===== config.mk =====
export PLATFORM = sky130hd
export DESIGN_NAME = fifo_frame_reader
export DESIGN_NICKNAME = d
export VERILOG_FILES = /design/src/rtl/fifo_frame_reader.sv
export SDC_FILE = /design/constraint.sdc
export NUM_CORES = 1
export LEC_CHECK = 0
export ABC_CLOCK_PERIOD_IN_PS = 6440
export BUFFER_PORTS_ARGS = -buffer_cell sky130_fd_sc_hd__buf_4
export CAP_MARGIN = 5
export CORE_UTILIZATION = 60
export CTS_CLUSTER_DIAMETER = 50
export DETAILED_ROUTE_END_ITERATION = 6
export HOLD_SLACK_MARGIN = 0.1
export MAX_ROUTING_LAYER = met4
export PLACE_DENSITY = 0.78
export SYNTH_ARGS = -nofsm -noshare
export SYNTH_HDL_FRONTEND = slang
export SYNTH_SLANG_ARGS = --single-unit

===== constraint.sdc =====
create_clock -name clock -period 6.44 [get_ports clock]
set_input_delay 0.966 -clock clock [delete_from_list [all_inputs] [get_ports clock]]
set_output_delay 0.966 -clock clock [all_outputs]
set_load 0.005 [all_outputs]

===== src/rtl/fifo_frame_reader.sv =====
// rtl/fifo_frame_reader.sv - drains {last,data} fifo entries into a valid/ready beat stream with IFG and truncation; `define STATS_EN adds frame_count/drop_count
module fifo_frame_reader #(
   parameter int DATA_WIDTH = 8,
   parameter int IFG_CYCLES = 12,
   parameter int MAX_BEATS  = 1522
) (
   input  logic                  clock,
   input  logic                  reset,
   output logic                  fifo_read_enable,
   input  logic [DATA_WIDTH:0]   fifo_read_data,
   input  logic                  fifo_is_empty,
   output logic [DATA_WIDTH-1:0] tx_data,
   output logic                  tx_valid,
   output logic                  tx_last,
   input  logic                  tx_ready,
   output logic                  truncated,
`ifdef STATS_EN
   output logic [31:0]           frame_count,
   output logic [15:0]           drop_count,
`endif
   output logic                  busy
);

   typedef enum logic [1:0] {IDLE, STREAM, DROP, GAP} state_t;

   localparam logic [15:0] LAST_BEAT = 16'(MAX_BEATS - 1);
   localparam logic [7:0]  GAP_LAST  = (IFG_CYCLES == 0) ? 8'd0 : 8'(IFG_CYCLES - 1);

   state_t              state;
   state_t              state_nxt;
   state_t              frame_done_state;
   logic [DATA_WIDTH:0] entry_q [2];
   logic [1:0]          occ;
   logic [1:0]          next_occ;
   logic                in_flight;
   logic [15:0]         beat_cnt;
   logic [7:0]          gap_cnt;
   logic                trunc_q;
   logic                head_last;
   logic                at_max;
   logic                accept;
   logic                cut_beat;
   logic                drop_pop;
   logic                pop;
   logic                push;

   // Handshake, pop and prefetch decisions; read is issued against the post-pop occupancy so one beat per cycle is sustained
   always_comb begin
      head_last        = entry_q[0][DATA_WIDTH];
      at_max           = (beat_cnt == LAST_BEAT);
      tx_valid         = (state == STREAM) && (occ != 2'd0);
      tx_last          = tx_valid && (head_last || at_max);
      tx_data          = entry_q[0][DATA_WIDTH-1:0];
      accept           = tx_valid && tx_ready;
      cut_beat         = accept && at_max && !head_last;
      drop_pop         = (state == DROP) && (occ != 2'd0);
      pop              = accept || drop_pop;
      push             = in_flight;
      next_occ         = occ + {1'b0, push} - {1'b0, pop};
      fifo_read_enable = reset && !fifo_is_empty && (next_occ < 2'd2);
      busy             = (state != IDLE) || (occ != 2'd0);
      truncated        = trunc_q;
   end

   // Next-state logic; a frame end either opens the gap or, with no gap, resumes straight away
   always_comb begin
      state_nxt        = state;
      frame_done_state = (next_occ != 2'd0) ? STREAM : IDLE;
      if (IFG_CYCLES != 0) begin
         frame_done_state = GAP;
      end
      case (state)
         IDLE: begin
            if (next_occ != 2'd0) state_nxt = STREAM;
         end
         STREAM: begin
            if (cut_beat)                   state_nxt = DROP;
            else if (accept && head_last)   state_nxt = frame_done_state;
         end
         DROP: begin
            if (drop_pop && head_last)      state_nxt = frame_done_state;
         end
         GAP: begin
            if (gap_cnt == GAP_LAST)        state_nxt = (next_occ != 2'd0) ? STREAM : IDLE;
         end
         default: state_nxt = IDLE;
      endcase
   end

   // State, read tracking, beat and gap counters
   always_ff @(posedge clock) begin
      if (!reset) begin
         state     <= IDLE;
         in_flight <= 1'b0;
         beat_cnt  <= 16'd0;
         gap_cnt   <= 8'd0;
         trunc_q   <= 1'b0;
      end else begin
         state     <= state_nxt;
         in_flight <= fifo_read_enable;
         trunc_q   <= cut_beat;
         if ((state != STREAM) || (accept && tx_last)) begin
            beat_cnt <= 16'd0;
         end else if (accept) begin
            beat_cnt <= beat_cnt + 16'd1;
         end
         gap_cnt <= (state == GAP) ? gap_cnt + 8'd1 : 8'd0;
      end
   end

   // Two-entry output buffer, head in slot 0; simultaneous push and pop keeps occupancy and order
   always_ff @(posedge clock) begin
      if (!reset) begin
         occ        <= 2'd0;
         entry_q[0] <= '0;
         entry_q[1] <= '0;
      end else begin
         occ <= next_occ;
         case ({push, pop})
            2'b10: begin
               if (occ == 2'd0) entry_q[0] <= fifo_read_data;
               else             entry_q[1] <= fifo_read_data;
            end
            2'b01: begin
               entry_q[0] <= entry_q[1];
            end
            2'b11: begin
               if (occ == 2'd1) begin
                  entry_q[0] <= fifo_read_data;
               end else begin
                  entry_q[0] <= entry_q[1];
                  entry_q[1] <= fifo_read_data;
               end
            end
            default: ;
         endcase
      end
   end

`ifdef STATS_EN
   // Frame and discard statistics, wrapping naturally
   always_ff @(posedge clock) begin
      if (!reset) begin
         frame_count <= 32'd0;
         drop_count  <= 16'd0;
      end else begin
         if (accept && tx_last) frame_count <= frame_count + 32'd1;
         if (drop_pop)          drop_count  <= drop_count + 16'd1;
      end
   end
`endif

endmodule


==> run metrics, run 1 <==
outcome complete, no violations; Syn Nets 256; CTS H-Tree Depth 2; dominant synthesized flop cell dfxtp_1; critical path class input port to output pin; fmax approximately 280 MHz; hold slack between 0.4 and 0.5 ns; routability cong. between 0.8 and 0.9; first-pass GRT wire length 7.42 mm; measured slew at the worst slew-check pin between 1 and 1.5 ns; setup violators final 0; Post-synth ARST share 0%; WL final roughly 4.3 mm; Final Hold Fails 0; part of the cycle the worst path needs between 50% and 60%; Worst-Skew Late Latency ~0.30 ns; EDFF count, synth 18; grt total ovfl 0; relative max-transition margin 28.5%; DP HPWL 3.03 mm; max cap viols 0; PD cells approximately 320 nW/µm²; boundary pin count 26; clock-pin slew on the worst setup and hold paths around 0.09 ns; Hold WC Path Type flip-flop to flip-flop; ANT nets after route 0; post-cts repair resize count 0; Worst Path Arrival 2.61 ns; Post-CTS Setup Bufs 0; Finished Layout Cells 300; VDD IR-drop max about 0.23 mV; cell taking the most area after synthesis dfxtp_1; CTS tree yes; CTS sink count 48; Starting DRT DRC Count around 140; crit end category output pin; Initial Util about 63%; Yosys warnings 0; register area share after synthesis slightly below 50%; drt pass-1 iters 4; largest net degree at the start of global routing 17; number of cell rows 22; placed cell count ~300; CP bufs+invs 3; CP max FO 5; die area 4150 µm²; worst-path cell chain buf_4 > o211ai_1 > nand2_1 > ha_1 > inv_1 > ha_1 > xnor3_1 > nor3b_1 > buf_4; max-slew violations 0; ANT cells 0; Crit path required time approximately 5.5 ns; share of layout cells above drive strength 1 between 10% and 20%; Area growth, synth to finish 12.1%; DRC 0; RSZ-0062 raised after global routing false; Clock Skew roughly 0.0074 ns; Die W 64.4 µm; setup_tns 0 ns; max incr delay on CP about 0.32 ns; vias in the first global route between 1500 and 2000; Leak Pwr around 1.0 nW; total CTS buffers 5; delay-heaviest family, CP adder cells; post-synthesis register bit count 48; top-area cell type share of the netlist area between 20% and 30%; global-route usage over all layers about a quarter; Post-Synthesis Cells 230; drt via density 5.61; post-DR wirelength/cell approximately 14 µm; Area contributors post-synth dfxtp_1 (26%), edfxtp_1 (23%), ha_1 (7.0%), nor2_1 (5.8%), xnor2_1 (5.6%); synthesized area per cell around 10 µm²; total core area about 3700 µm²; Yosys cell types 42; Fillers ~300; root buffer cell clkbuf_8; CP max-delay cell ha_1; hold_buf cts 0; mapped cell area ~2300 µm²; CP Launch Type input port; CTS Buffer Depth 2; initial antenna violation count 0; I/O Buffers 25; Final min period 3.58 ns; Final nets about 280; Die Y-Extent approximately 64 µm; total vias in the final route around 1700
==> path summary, 6_finish.rpt <==
check | from | endpoint | slack (ns) | cells after the start
worst min-delay path | gap_cnt[0]$_SDFF_PN0_ | gap_cnt[0]$_SDFF_PN0_ | 0.44 | 1
worst max register to register | state[1]$_SDFFE_PN0P_ | entry_q[0][0]$_DFFE_PP_ | 3.62 | 9
worst max-delay path | tx_ready | fifo_read_enable | 2.86 | 9
worst min register to register | gap_cnt[0]$_SDFF_PN0_ | gap_cnt[0]$_SDFF_PN0_ | 0.44 | 1
==> cell usage after synthesis, types with 7 or more instances <==
library cell	number
a22o_1	9
and2_1	10
buf_4	8
dfxtp_1	30
edfxtp_1	18
ha_1	13
inv_1	10
nand2_1	13
nand3_1	11
nor2_1	36
xnor2_1	15
xor2_1	7
==> layout make-up <==
class	instances	area [µm²]	area share [%]
clock buffer	5	68.8	2.63
clock inverter	3	41.3	1.58
inverter	12	58.8	2.24
multi-input combinational	159	1060	40.6
sequential	48	1140	43.5
tap	48	60.1	2.29
timing repair buffer	25	188	7.16
==> power by group <==
part	internal [W]	switching, W	total, W
clock	0.000115	0.000102	0.000217
sequential	0.000362	0.0000267	0.000389
combinational	0.000110	0.000123	0.000234
total	0.000588	0.000252	0.000840
==> through the flow <==
stage	util [%]	area, µm²	total power [W]	setup slack, ns
floorplan	-	2340	0.000561	3.22
CTS	71.1	2620	0.000842	2.85
global route	71.1	2620	0.000889	2.65
finish	71.1	2620	0.000840	2.86
global placement	68.1	2510	0.000622	2.96
detailed placement	68.1	2510	0.000627	2.86
==> registers in the layout (all words and copies together), names as in the netlist <==
signal and flops:
entry_q 18, beat_cnt 16, gap_cnt 8, occ 2, state 2, in_flight 1, truncated 1
==> layer usage <==
metal	track usage (%)	part of all wire, %
met4	7.50	1.1
met1	31.1	47
met3	6.16	5.0
met2	37.8	47
met5	-	0
==> cell usage in the layout, fill, tap and decap left out, types with 7 or more instances in the layout <==
| cell type | netlist | layout |
|---|---|---|
| a22o_1 | 9 | 9 |
| and2_1 | 10 | 10 |
| buf_4 | 8 | 25 |
| dfxtp_1 | 30 | 30 |
| edfxtp_1 | 18 | 18 |
| ha_1 | 13 | 13 |
| inv_1 | 10 | 10 |
| nand2_1 | 13 | 13 |
| nand3_1 | 11 | 11 |
| nor2_1 | 36 | 36 |
| xnor2_1 | 15 | 15 |
| xor2_1 | 7 | 7 |
==> cells by family (layout without fill, tap and decap cells) <==
| group | after synthesis | in the layout | share of synthesized area, % |
|---|---|---|---|
| compound gates | 26 | 26 | 8.72 |
| flops | 48 | 48 | 48.8 |
| buf+inv | 23 | 45 | 5.73 |
| simple gates | 97 | 97 | 20.6 |
| fa+ha+maj | 13 | 13 | 6.96 |
| xor+xnor | 23 | 23 | 9.20 |
No activity file was read; power rests on OpenSTA's default activity.
==> run 2, diff against run 1 <==
==> config.mk (replaced) <==
export PLATFORM = sky130hd
export DESIGN_NAME = fifo_frame_reader
export DESIGN_NICKNAME = d
export VERILOG_FILES = /design/src/rtl/fifo_frame_reader.sv
export SDC_FILE = /design/constraint.sdc
export NUM_CORES = 1
export LEC_CHECK = 0
export ABC_AREA = 1
export ABC_CLOCK_PERIOD_IN_PS = 3000
export BUFFER_PORTS_ARGS = -buffer_cell sky130_fd_sc_hd__buf_4
export CAP_MARGIN = 5
export CORE_UTILIZATION = 53
export CTS_CLUSTER_DIAMETER = 50
export DETAILED_ROUTE_END_ITERATION = 6
export HOLD_SLACK_MARGIN = 0.1
export MAX_ROUTING_LAYER = met4
export PLACE_DENSITY = 0.73
export SYNTH_ARGS = -nofsm -noshare
export SYNTH_HDL_FRONTEND = slang
export SYNTH_SLANG_ARGS = --single-unit
==> constraint.sdc (replaced) <==
create_clock -name clock -period 3 [get_ports clock]
set_input_delay 0.45 -clock clock [delete_from_list [all_inputs] [get_ports clock]]
set_output_delay 0.45 -clock clock [all_outputs]
set_load 0.005 [all_outputs]
==> run metrics, run 2 <==
outcome finished, violations left; failing checks design-rule violations; Hold WC Path Type input port to flip-flop; sequential cell area between 1000 and 1500 µm²; CTS H-Tree Depth 2; Die W slightly above 70 µm; Area growth, synth to finish 12.3%; total CTS buffers 5; CP Launch Type flip-flop; DP HPWL approximately 3.2 mm; vias in the first global route approximately 1700; boundary pin count 26; Die Y-Extent 70.6 µm; Area contributors post-synth dfxtp_1 (24%), edfxtp_1 (22%), nor2_1 (9.2%), inv_1 (7.5%), nand2_1 (7.4%); post-DR wirelength/cell around 11 µm; registers with the most flip-flops entry_q (18), beat_cnt (16), gap_cnt (8); Final min period 2.76 ns; max cap viols 0; part of the cycle the worst path needs between 90% and 100%; drt pass-1 iters 6; Post-CTS Setup Bufs 0; routability cong. between 0.8 and 0.9; root buffer cell clkbuf_8; RSZ-0062 raised after global routing false; cell taking the most area after synthesis dfxtp_1; Syn Nets 336; ANT cells 0; Post-synth ARST share 0%; CTS sink count 48; commonest non-fill, non-tap cell in the layout nor2_1; die area between 4000 and 5000 µm²; total vias in the final route 1902; Post-synth top cells nor2_1 (61), inv_1 (50), nand2_1 (49); Final nets around 360; max-slew violations 0; area post-placement roughly 2700 µm²; Starting DRT DRC Count ~80; WL final between 4 and 5 mm; mapped cell area 2490 µm²; Initial Util 56.1%; total core area 4440 µm²; Fillers 393; EDFF count, synth 18; setup_tns 0 ns; Leak Pwr ~1.2 nW; ANT nets after route 0; max reg flops 18; Final Cell Area about 2800 µm²; most numerous cell in the Yosys netlist nor2_1; VDD IR-drop max about 0.45 mV; crit end category output pin; grt total ovfl 0; Clock Skew around 0.012 ns; relative max-transition margin about 70%; Yosys warnings 0; utilization after layout roughly 63%; largest net degree at the start of global routing 17; Crit path required time 2.55 ns; PD cells between 600 and 700 nW/µm²; initial antenna violation count 0; Largest Register entry_q; hold slack 0.295 ns; top-area cell type share of the netlist area 24.1%; most frequent cells in the layout nor2_1 (61), inv_1 (50), nand2_1 (49); CTS Buffer Depth 2; register area share after synthesis between 40 and 50%; I/O Buffers 25; drt via density a little under 5; Post-Synthesis Cells between 300 and 400; critical path class flip-flop to output pin; Final Hold Fails 0; setup violators final 0; global-route usage over all layers between 15 and 20%; Worst Path Arrival approximately 2.3 ns; synthesized area per cell between 8 and 9 µm²; measured slew at the worst slew-check pin ~0.47 ns; dominant synthesized flop cell dfxtp_1; Yosys cell types 29; clock-pin slew on the worst setup and hold paths 0.09 ns; share of layout cells above drive strength 1 14.7%; CP max FO 11; hold_buf cts 0; area of the multi-input gates about 1100 µm²; number of cell rows 24; first-pass GRT wire length approximately 7.4 mm; Worst-Skew Late Latency slightly above 0.3 ns; post-synthesis register bit count 48; DRC 2; fmax ~360 MHz; CTS tree yes
## run 2: cell count changes after synthesis, sizes merged, moves of 6 or more
| cell | change |
|---|---|
| nand3 | +10 |
| xnor2 | -15 |
| inv | +41 |
| and2 | -10 |
| nand2 | +37 |
| nor2 | +28 |
| o22ai | +8 |
| a22o | -9 |
| xor2 | +6 |
## run 2: path summary, 6_finish.rpt
check | startpoint | endpoint | slack (ns) | depth (start not counted)
hold / removal | fifo_is_empty | in_flight$_SDFF_PN0_ | 0.29 | 2
setup / recovery | state[1]$_SDFFE_PN0P_ | fifo_read_enable | 0.24 | 12
setup reg to reg | state[1]$_SDFFE_PN0P_ | state[0]$_SDFFE_PN0P_ | 0.65 | 16
hold reg to reg | gap_cnt[0]$_SDFF_PN0_ | gap_cnt[0]$_SDFF_PN0_ | 0.45 | 1
## run 2: cells by family (layout without fill, tap and decap cells)
group,after synthesis,count (layout),share of synthesized area [%]
buffers and inverters,64,87,11.3
AOI/OAI and AO/OA,23,23,5.17
and+or+nand+nor,149,149,26.6
xor gates and xnor gates,13,13,4.57
DFF,48,48,45.8
adders and majority gates,13,13,6.52
## run 2: cell type report
type                            count  area share (%)
Multi-Input combinational cell    198            38.7
Clock buffer                        5            2.46
Sequential cell                    48            40.8
Inverter                           53            7.10
Clock inverter                      3            1.70
Timing Repair Buffer               26            6.97
Tap cell                           52            2.32
## run 2: what timing repair did
action | in CTS | in global routing
setup endpoints to repair | 1 | 1
pin swaps | 0 | 0
gates resized for setup | 2 | 2
## run 2: power breakdown
part           leakage, nW  total [W]  internal [W]  switching, W
Sequential           0.431   0.000827      0.000783     0.0000434
Clock               0.0583   0.000480      0.000251      0.000229
Combinational        0.712   0.000532      0.000206      0.000326
## run 2: worst max-delay path, cell delays in order, from the launching register on
cell and delay, ns:
dfxtp_1 0.34, inv_1 0.12, ha_2 0.27, nand3_4 0.17, o21ai_2 0.14, ha_1 0.27, inv_1 0.06, ha_1 0.16
inv_1 0.05, nand3_1 0.11, nand3_1 0.10, nor2_1 0.10, buf_4 0.11
## run 2: through the flow
step | setup slack [ns] | power (W) | cells
2_1_floorplan | 0.677 | 0.00122 | 310
3_3_place_gp | 0.451 | 0.00134 | 377
3_5_place_dp | 0.308 | 0.00136 | 377
4_1_cts | 0.0892 | 0.00184 | 385
5_1_grt | 0.0329 | 0.00196 | 385
6_report | 0.244 | 0.00184 | 385
## run 2: per-layer routing
metal	track usage [%]	vias to the layer above	wire length, µm
met4	8.22	0	93
met1	25.0	855	2080
met3	3.85	10	146
met2	29.4	30	1930
met5	-	-	0
li1	-	1007	-
